File: config.mk
export PLATFORM = sky130hd
export DESIGN_NAME = bus_arbiter_flat
export DESIGN_NICKNAME = d
export VERILOG_FILES = /design/src/rtl/bus_arbiter_if.sv /design/src/rtl/bus_arbiter.sv /design/src/flat_wrapper.sv
export SDC_FILE = /design/constraint.sdc
export NUM_CORES = 1
export LEC_CHECK = 0
export ABC_AREA = 1
export CAP_MARGIN = 20
export CORE_AREA = 2 2 121 123
export CTS_BUF_LIST = sky130_fd_sc_hd__clkbuf_16
export DETAILED_ROUTE_END_ITERATION = 10
export DIE_AREA = 0 0 123 125
export HOLD_SLACK_MARGIN = 0.03
export MAX_ROUTING_LAYER = met4
export PLACE_DENSITY_LB_ADDON = 0.3
export SLEW_MARGIN = 10
export SYNTH_ARGS = -nofsm -noshare
export SYNTH_HDL_FRONTEND = slang
export SYNTH_SLANG_ARGS = --single-unit
File: constraint.sdc
create_clock -name clk -period 3.2 [get_ports clk]
set_input_delay 0.48 -clock clk [delete_from_list [all_inputs] [get_ports clk]]
set_output_delay 0.48 -clock clk [all_outputs]
set_load 0.01 [all_outputs]
File: src/rtl/bus_arbiter_if.sv
// bus_arbiter_if
// Bundles the two master request ports and the shared slave bus for bus_arbiter.
//   m0*/m1*  : per-master request (Req/We/Addr/WData/Strb) and response
//              (Ready/RData/Err)
//   bus*     : shared slave access (Sel/We/Addr/WData/Strb out, RData/Ready in)
// Modports:
//   slave  - the arbiter's view: it serves the masters and drives the bus
//   master - the environment's view: the masters plus the memory slave
interface bus_arbiter_if #(
  parameter int AW = 32,
  parameter int DW = 32
);
  logic          m0Req,   m1Req;
  logic          m0We,    m1We;
  logic [AW-1:0] m0Addr,  m1Addr;
  logic [DW-1:0] m0WData, m1WData;
  logic [2:0]    m0Strb,  m1Strb;
  logic          m0Ready, m1Ready;
  logic [DW-1:0] m0RData, m1RData;
  logic          m0Err,   m1Err;

  logic          busSel;
  logic          busWe;
  logic [AW-1:0] busAddr;
  logic [DW-1:0] busWData;
  logic [2:0]    busStrb;
  logic [DW-1:0] busRData;
  logic          busReady;

  modport slave (
    input  m0Req, m1Req, m0We, m1We, m0Addr, m1Addr,
    input  m0WData, m1WData, m0Strb, m1Strb,
    output m0Ready, m1Ready, m0RData, m1RData, m0Err, m1Err,
    output busSel, busWe, busAddr, busWData, busStrb,
    input  busRData, busReady
  );

  modport master (
    output m0Req, m1Req, m0We, m1We, m0Addr, m1Addr,
    output m0WData, m1WData, m0Strb, m1Strb,
    input  m0Ready, m1Ready, m0RData, m1RData, m0Err, m1Err,
    input  busSel, busWe, busAddr, busWData, busStrb,
    output busRData, busReady
  );
endinterface

File: src/rtl/bus_arbiter.sv
// bus_arbiter
// Round-robin arbiter between two bus masters (m0 = CPU load/store port,
// m1 = DMA-style master) and one shared memory/peripheral bus. One transaction
// is in flight at a time; the granted master owns the bus until busReady.
// Ports:
//   clk    - clock, all state changes on the rising edge
//   reset  - synchronous, active-high
//   bif    - bus_arbiter_if.slave: master requests/responses and the slave bus
// Optional feature: define BUS_ARB_TIMEOUT_EN to enable the watchdog that
// aborts a transaction (Ready + Err) after TIMEOUT ACCESS cycles without
// busReady. Without it mxErr is tied low and ACCESS waits indefinitely.
module bus_arbiter #(
  parameter int AW      = 32,
  parameter int DW      = 32,
  parameter int TIMEOUT = 16
) (
  input  logic          clk,
  input  logic          reset,
  bus_arbiter_if.slave  bif
);

  if (AW < 1 || DW < 1 || TIMEOUT < 2 || TIMEOUT > 255) begin : g_param_check
    $error("bus_arbiter: illegal parameter value");
  end

  typedef enum logic {IDLE, ACCESS} state_t;

  state_t state, stateNext;
  logic   grant, grantNext;          // 0 = m0, 1 = m1
  logic   lastGrant, lastGrantNext;  // resets to 1 so m0 wins the first tie
  logic   timeoutHit;
  logic   finish;                    // transaction ends this cycle

`ifdef BUS_ARB_TIMEOUT_EN
  localparam logic [7:0] WD_LAST = 8'(TIMEOUT - 1);
  logic [7:0] wdCnt, wdCntNext;
`endif

  always_comb begin
    stateNext     = state;
    grantNext     = grant;
    lastGrantNext = lastGrant;
    timeoutHit    = 1'b0;
    finish        = 1'b0;
`ifdef BUS_ARB_TIMEOUT_EN
    wdCntNext     = wdCnt;
`endif

    bif.busSel   = 1'b0;
    bif.busWe    = 1'b0;
    bif.busAddr  = '0;
    bif.busWData = '0;
    bif.busStrb  = 3'b000;
    bif.m0Ready  = 1'b0;
    bif.m1Ready  = 1'b0;
    bif.m0RData  = '0;
    bif.m1RData  = '0;
    bif.m0Err    = 1'b0;
    bif.m1Err    = 1'b0;

    case (state)
      IDLE: begin
`ifdef BUS_ARB_TIMEOUT_EN
        wdCntNext = 8'd0;  // watchdog starts fresh on every ACCESS entry
`endif
        if (bif.m0Req && bif.m1Req) begin
          grantNext = ~lastGrant;
          stateNext = ACCESS;
        end else if (bif.m0Req) begin
          grantNext = 1'b0;
          stateNext = ACCESS;
        end else if (bif.m1Req) begin
          grantNext = 1'b1;
          stateNext = ACCESS;
        end
      end

      ACCESS: begin
        bif.busSel   = 1'b1;
        bif.busWe    = grant ? bif.m1We    : bif.m0We;
        bif.busAddr  = grant ? bif.m1Addr  : bif.m0Addr;
        bif.busWData = grant ? bif.m1WData : bif.m0WData;
        bif.busStrb  = grant ? bif.m1Strb  : bif.m0Strb;

`ifdef BUS_ARB_TIMEOUT_EN
        // A slave completion in the limit cycle wins over the abort.
        timeoutHit = !bif.busReady && (wdCnt == WD_LAST);
        if (!bif.busReady) begin
          wdCntNext = wdCnt + 8'd1;
        end
`endif
        finish = bif.busReady || timeoutHit;

        if (finish) begin
          stateNext     = IDLE;
          lastGrantNext = grant;
          if (grant) begin
            bif.m1Ready = 1'b1;
            bif.m1RData = bif.busReady ? bif.busRData : '0;
            bif.m1Err   = timeoutHit;
          end else begin
            bif.m0Ready = 1'b1;
            bif.m0RData = bif.busReady ? bif.busRData : '0;
            bif.m0Err   = timeoutHit;
          end
        end
      end

      default: stateNext = IDLE;
    endcase
  end

  always_ff @(posedge clk) begin
    if (reset) begin
      state     <= IDLE;
      grant     <= 1'b0;
      lastGrant <= 1'b1;
`ifdef BUS_ARB_TIMEOUT_EN
      wdCnt     <= 8'd0;
`endif
    end else begin
      state     <= stateNext;
      grant     <= grantNext;
      lastGrant <= lastGrantNext;
`ifdef BUS_ARB_TIMEOUT_EN
      wdCnt     <= wdCntNext;
`endif
    end
  end

endmodule

File: src/flat_wrapper.sv
// flat-port wrapper written by rule: the top's interface ports become plain ports
module bus_arbiter_flat 
#(
  parameter int AW      = 32,
  parameter int DW      = 32,
  parameter int TIMEOUT = 16
)
  (clk, reset, bif_m0Req, bif_m1Req, bif_m0We, bif_m1We, bif_m0Addr, bif_m1Addr, bif_m0WData, bif_m1WData, bif_m0Strb, bif_m1Strb, bif_m0Ready, bif_m1Ready, bif_m0RData, bif_m1RData, bif_m0Err, bif_m1Err, bif_busSel, bif_busWe, bif_busAddr, bif_busWData, bif_busStrb, bif_busRData, bif_busReady);
  bus_arbiter_if #(.AW(AW), .DW(DW)) bif_i ();
  input  logic clk;
  input  logic reset;
  input wire logic [$bits(bif_i.m0Req)-1:0] bif_m0Req;
  input wire logic [$bits(bif_i.m1Req)-1:0] bif_m1Req;
  input wire logic [$bits(bif_i.m0We)-1:0] bif_m0We;
  input wire logic [$bits(bif_i.m1We)-1:0] bif_m1We;
  input wire logic [$bits(bif_i.m0Addr)-1:0] bif_m0Addr;
  input wire logic [$bits(bif_i.m1Addr)-1:0] bif_m1Addr;
  input wire logic [$bits(bif_i.m0WData)-1:0] bif_m0WData;
  input wire logic [$bits(bif_i.m1WData)-1:0] bif_m1WData;
  input wire logic [$bits(bif_i.m0Strb)-1:0] bif_m0Strb;
  input wire logic [$bits(bif_i.m1Strb)-1:0] bif_m1Strb;
  output wire logic [$bits(bif_i.m0Ready)-1:0] bif_m0Ready;
  output wire logic [$bits(bif_i.m1Ready)-1:0] bif_m1Ready;
  output wire logic [$bits(bif_i.m0RData)-1:0] bif_m0RData;
  output wire logic [$bits(bif_i.m1RData)-1:0] bif_m1RData;
  output wire logic [$bits(bif_i.m0Err)-1:0] bif_m0Err;
  output wire logic [$bits(bif_i.m1Err)-1:0] bif_m1Err;
  output wire logic [$bits(bif_i.busSel)-1:0] bif_busSel;
  output wire logic [$bits(bif_i.busWe)-1:0] bif_busWe;
  output wire logic [$bits(bif_i.busAddr)-1:0] bif_busAddr;
  output wire logic [$bits(bif_i.busWData)-1:0] bif_busWData;
  output wire logic [$bits(bif_i.busStrb)-1:0] bif_busStrb;
  input wire logic [$bits(bif_i.busRData)-1:0] bif_busRData;
  input wire logic [$bits(bif_i.busReady)-1:0] bif_busReady;
  assign bif_i.m0Req = bif_m0Req;
  assign bif_i.m1Req = bif_m1Req;
  assign bif_i.m0We = bif_m0We;
  assign bif_i.m1We = bif_m1We;
  assign bif_i.m0Addr = bif_m0Addr;
  assign bif_i.m1Addr = bif_m1Addr;
  assign bif_i.m0WData = bif_m0WData;
  assign bif_i.m1WData = bif_m1WData;
  assign bif_i.m0Strb = bif_m0Strb;
  assign bif_i.m1Strb = bif_m1Strb;
  assign bif_m0Ready = bif_i.m0Ready;
  assign bif_m1Ready = bif_i.m1Ready;
  assign bif_m0RData = bif_i.m0RData;
  assign bif_m1RData = bif_i.m1RData;
  assign bif_m0Err = bif_i.m0Err;
  assign bif_m1Err = bif_i.m1Err;
  assign bif_busSel = bif_i.busSel;
  assign bif_busWe = bif_i.busWe;
  assign bif_busAddr = bif_i.busAddr;
  assign bif_busWData = bif_i.busWData;
  assign bif_busStrb = bif_i.busStrb;
  assign bif_i.busRData = bif_busRData;
  assign bif_i.busReady = bif_busReady;
  bus_arbiter #(.AW(AW), .DW(DW), .TIMEOUT(TIMEOUT)) u_core (.clk(clk), .reset(reset), .bif(bif_i));
endmodule
==> results of run 1 <==
-- cell families (layout without fill, tap and decap cells) --
logic type      Yosys count  after routing
simple gates            209            209
compound gates           71             71
buf+inv                  67            351
flops                     3              3
other cells               1              2
-- report_power, final --
part           leakage, nW  switching [mW]  internal (mW)
sequential          0.0254         0.00773         0.0410
combinational         1.97           0.236          0.373
clock               0.0423          0.0330          0.161
total                 2.04           0.277          0.575
-- state kept, by name, indices dropped and copies added, names as in the netlist --
name,flops
u_core.grant,1
u_core.state,1
u_core.lastGrant,1
-- through the flow --
step,util [%],hold slack [ns]
floorplan,-,0.4262
global placement,34.14,0.4552
detailed placement,34.14,0.4503
CTS,34.70,0.4583
global route,34.70,0.4960
finish,34.70,0.4651
-- final timing paths --
check | start | endpoint | slack [ns] | cells after the start
setup reg to reg | u_core.state | u_core.lastGrant | 1.94 | 4
hold / removal | u_core.lastGrant | u_core.lastGrant | 0.47 | 2
hold reg to reg | u_core.lastGrant | u_core.lastGrant | 0.47 | 2
setup / recovery | bif_busReady | bif_m1RData[31] | 0.49 | 6
-- cell type report --
cell class / instances / area share (%)
Inverter: 37 / 2.894
Clock buffer: 3 / 1.523
Clock inverter: 1 / 0.07616
Tap cell: 184 / 4.671
Sequential cell: 3 / 1.269
Multi-Input combinational cell: 282 / 26.25
Timing Repair Buffer: 310 / 63.32
-- worst min-delay path, stage by stage (launching register included) --
cell,delay [ns]
dfxtp_1,0.32
a21oi_1,0.07
nand2_1,0.05
-- per-layer routing --
| metal | global-route usage, % | vias up |
|---|---|---|
| met5 | - | - |
| met4 | 1.738 | 0 |
| met3 | 2.464 | 4 |
| met2 | 22.49 | 197 |
| met1 | 12.57 | 1358 |
| li1 | - | 1628 |
-- cell usage in the layout (no fill, tap or decap), types with 2 or more instances in the layout --
cell type          n
clkdlybuf4s50_1  307
nor2_1           170
o21ai_0           69
inv_1             35
nor2_2            20
nor2_4            10
nand2_1            3
clkbuf_16          3
nand2_4            2
a21oi_1            2
nor3_1             2
conb_1             2
buf_12             2
dfxtp_2            2
==> reports/metrics.yaml, run 1 <==
status: "finished clean"
h-tree-depth: 1
hold_path.class: "reg -> reg"
synth_fa_ha_area_share_pct: 0
vias: 3187
end_kind: "output pin"
hold_viol: 0
die_h_um: 125
io_pins: 310
design.core.area_sq_um: 14200
ys_warn_count: 0
synth_compound_area_share_pct: 20.99
synth_xor_area_share_pct: 0
grt_antenna_before_repair: 0
cp.required_ns: 2.72
postPlaceCellArea_sq_um: 4850
wl_um: 10060
syn_avg_cell_area_sq_um: 4.823
setup-tns-final_ns: 0
synth.most_common_cell: "nor2_1"
max-vdd-ir-drop_uv: 150.0
wl_met2_um: 4958
path_max_fanout: 34
synthCells: 351
synth_edf_count: 0
top_layer: "met4"
stdcell_count: 820
nFillCells: 1488
arrival_ns: 2.23
slew_violations: 0
p_per_area_nw_per_um2: 172.9
ctsHoldBuffers: 0
cap_viol_max_count: 0
met1Wirelength_um: 3825
synth-simple-area-share_pct: 54.99
grt_usage_pct: 11.81
clock_path_buffers: 2
synth_top_family_by_area: "simple AND/OR/NAND/NOR gates"
setup_ws_ns: 0.4892
critical_path_class: "in -> out"
clk_pin_slew_worst_paths_ns: 0.03
fin_nets: 810
gp_congestion: 0.8591
cts_sinks: 3
skew_ns: 0.001935
path_cells: "clkdlybuf4s50_1 > nand2_2 > clkinv_2 > nand2_4 > nor2_1 > clkdlybuf4s50_1"
routed-wl-met3_um: 1215
synth_mux_area_share_pct: 0
dp_hpwl_um: 8168
critPathSlowestCell: "clkdlybuf4s50_1"
vias_per_cell: 3.887
max_stage_delay_ns: 0.56
ant_nets: 0
io_buffer_count: 307
yosysSeqAreaShare_pct: 3.548
dp_cells: 816
async_flop_share_pct: 0
finalCriticalPeriod_ns: 2.711
drtIter0Drc: 120
synth_flop_cell: "dfxtp_1"
clk_latency_ns: 0.22
synth_cell_types: 20
cts_resized: 0
cts_tree: "done"
grt_pass1_vias: 3080
ff_latch_area_sq_um: 62.56
worst_slew_margin_rel_pct: 59.69
design_power_total_mw: 0.8521
num_rows: 44
synth_area_leaders: "nor2_1 38%, o21ai_0 20%, inv_1 7.5%, nor2_2 7.4%, nor2_4 6.7%"
period_share_pct: 84.71
setup_viol: 0
num_antenna_cells: 0
p_leak_nw: 2.042
rsz0062_at_grt: "false"
worst_pin_slew_ns: 0.6046
multi_input_area_sq_um: 1294
max_freq_mhz: 368.9
start_util_pct: 11.92
synth-seq-cells: 3
grt_overflow_total: 0
yosys.area.top_type_share_pct: 37.69
grt_pass1_wl_um: 14500
drtPass1Iterations: 6
path_common_cell: "clkdlybuf4s50_1"
drive_gt1_share_pct: 6.918
design.die.area_sq_um: 15380
cp_num_buf_inv: 3
wl_per_cell_um: 12.27
drc_errors: 0
critPathTopFamily: "buffers and inverters"
fp.dieW_um: 123
netlist_top_cells_count: "170 x nor2_1, 69 x o21ai_0, 34 x inv_1, 20 x nor2_2, 12 x clkbuf_1"
grt_max_degree: 66
syn_to_final_growth_pct: 191.1
cts_inserted_buffers: 3
startpoint_type: "input pin"
pre_cts_slack_ns: 0.4778
yosys.area.top_type: "nor2_1"
synth_area_sq_um: 1693
cts_root_buffer: "clkbuf_16"
design_area_sq_um: 4928
cts_setup_buffers: 0
(Power assumes the default switching activity.)
==> run 2: changes to the inputs <==
--- a/config.mk
+++ b/config.mk
@@ -7,10 +7,10 @@
 export LEC_CHECK = 0
 export ABC_AREA = 1
 export CAP_MARGIN = 20
-export CORE_AREA = 2 2 121 123
+export CORE_AREA = 2 2 120 122
 export CTS_BUF_LIST = sky130_fd_sc_hd__clkbuf_16
 export DETAILED_ROUTE_END_ITERATION = 10
-export DIE_AREA = 0 0 123 125
+export DIE_AREA = 0 0 122 124
 export HOLD_SLACK_MARGIN = 0.03
 export MAX_ROUTING_LAYER = met4
 export PLACE_DENSITY_LB_ADDON = 0.3
==> constraint.sdc (replaced) <==
create_clock -name clk -period 2.2 [get_ports clk]
set_input_delay 0.33 -clock clk [delete_from_list [all_inputs] [get_ports clk]]
set_output_delay 0.33 -clock clk [all_outputs]
set_load 0.01 [all_outputs]
==> reports/metrics.yaml, run 2 (synthesis gave the netlist of run 1 again) <==
status: "finished clean"  # unchanged
ctsHoldBuffers: 0  # unchanged
cts_tree: "done"  # unchanged
path_max_fanout: 16  # was 34
drtIter0Drc: 119  # was 120
grt_max_degree: 42  # was 66
wl_per_cell_um: 13.03  # was 12.27 um
h-tree-depth: 1  # unchanged
drtPass1Iterations: 4  # was 6
io_buffer_count: 307  # unchanged
path_cells: "clkdlybuf4s50_1 > nand2_2 > clkinv_4 > nand2_8 > nor2_1 > clkdlybuf4s50_1"  # was clkdlybuf4s50_1 > nand2_2 > clkinv_2 > nand2_4 > nor2_1 > clkdlybuf4s50_1
fin_nets: 820  # was 810
skew_ns: 0.002599  # was 0.001935 ns
path_common_cell: "clkdlybuf4s50_1"  # unchanged
dp_hpwl_um: 8799  # was 8168 um
cp.required_ns: 1.87  # was 2.72 ns
grt_overflow_total: 0  # unchanged
reg_top3: "u_core.grant x1, u_core.lastGrant x1, u_core.state x1"  # unchanged
design.core.area_sq_um: 13720  # was 14200 sq um
gp_congestion: 0.8496  # was 0.8591
critical_path_class: "in -> out"  # unchanged
reg2reg_depth: 5  # was 4
max_freq_mhz: 475.7
clk_latency_ns: 0.22  # about the same
cts_inserted_buffers: 3  # unchanged
hold_viol: 0  # unchanged
grt_antenna_before_repair: 0  # unchanged
cp-startpoint: "bif_busReady"  # unchanged
finalCriticalPeriod_ns: 2.102
vias_per_cell: 3.949  # was 3.887
hold_path_depth: 2  # unchanged
drive_gt1_share_pct: 8.359  # was 6.918%
vias: 3262  # was 3187
cts_root_buffer: "clkbuf_16"  # unchanged
critPathTopFamily: "buffers and inverters"  # unchanged
fp.dieW_um: 122  # was 123 um
layout_commonest_cell: "clkdlybuf4s50_1"  # unchanged
drc_errors: 0  # unchanged
max_stage_delay_ns: 0.55  # was 0.56 ns
cts_sinks: 3  # unchanged
worstHoldStart: "u_core.lastGrant"  # unchanged
p_leak_nw: 2.614  # was 2.042 nW
wl_um: 10760  # was 10060 um
design_power_total_mw: 1.273  # was 0.8521 mW
arrival_ns: 1.77  # was 2.23 ns
clk_pin_slew_worst_paths_ns: 0.03  # about the same
setup-tns-final_ns: 0  # unchanged
setup_viol: 0  # unchanged
slew_violations: 0  # unchanged
grt_pass1_vias: 3031  # was 3080
rsz0062_at_grt: "false"  # unchanged
critical_path_depth: 6  # unchanged
num_antenna_cells: 0  # unchanged
syn_to_final_growth_pct: 203.6  # was 191.1%
cap_viol_max_count: 0  # unchanged
period_share_pct: 95.55
max-vdd-ir-drop_uv: 309.0  # was 150.0 uV
hold_path.class: "reg -> reg"  # unchanged
io_pins: 310  # unchanged
grt_pass1_wl_um: 15030  # was 14500 um
grt_usage_pct: 12.87  # was 11.81%
num_rows: 43  # was 44
critPathSlowestCell: "clkdlybuf4s50_1"  # unchanged
startpoint_type: "input pin"  # unchanged
start_util_pct: 12.34  # was 11.92%
final_cell_mix: "271 x clkdlybuf4s50_1, 170 x nor2_1, 69 x o21ai_0"  # was 307 x clkdlybuf4s50_1, 170 x nor2_1, 69 x o21ai_0
cp_num_buf_inv: 3  # unchanged
final_util_pct: 37.46  # was 34.70%
design.die.area_sq_um: 15130  # was 15380 sq um
die_h_um: 124  # was 125 um
end_kind: "output pin"  # unchanged
r2r-start: "u_core.state"  # unchanged
p_per_area_nw_per_um2: 247.6  # was 172.9 nW/um^2
clock_path_buffers: 2  # unchanged
ant_nets: 0  # unchanged
==> run 2: final cells by class <==
| type | count | area [sq um] |
|---|---|---|
| clock buffer | 3 | 75.07 |
| sequential | 3 | 62.56 |
| tap | 180 | 225.2 |
| multi-input combinational | 283 | 1323 |
| inverter | 37 | 151.4 |
| fill | 1427 | 8579 |
| timing repair buffer | 319 | 3299 |
| clock inverter | 1 | 3.754 |
==> run 2: repair_timing <==
item,CTS,global route
setup endpoints to repair,33,76
resized for setup,13,31
buffers inserted,0,0
cloned,0,1
==> run 2: path summary, 6_finish.rpt <==
path / to / slack, ns
max reg2reg: u_core.lastGrant / 1.18
min reg2reg: u_core.lastGrant / 0.47
max: bif_m0RData[27] / 0.1
min: u_core.lastGrant / 0.47
==> run 2: power breakdown <==
group          switching (mW)  total (mW)  internal, mW
combinational           0.362       0.923         0.562
clock                  0.0473       0.281         0.234
sequential            0.00828      0.0680        0.0597
total                   0.417        1.27         0.855
==> run 2: per-layer routing <==
layer,routed length (um),vias to the layer above,global-route usage [%]
li1,-,1652,-
met1,4092,1397,14.65
met2,5371,201,23.11
met3,1140,12,2.976
met4,156,0,2.658
met5,0,-,-
==> run 2: worst register-to-register path, delay by kind of cell (launching register included) <==
kind,cells,cell delay [ns]
buffers and inverters,2,0.27
and+or+nand+nor,3,0.29
DFF,1,0.36
==> run 2: through the flow <==
step	setup slack (ns)	std cells	hold WS [ns]	cell area (sq um)
floorplan	0.8426	352	0.3991	1697
global placement	-0.03867	821	0.4593	4975
detailed placement	-0.06128	821	0.4592	4975
CTS	0.0001990	825	0.4756	5047
global route	0.01086	826	0.5040	5140
finish	0.09797	826	0.4690	5140
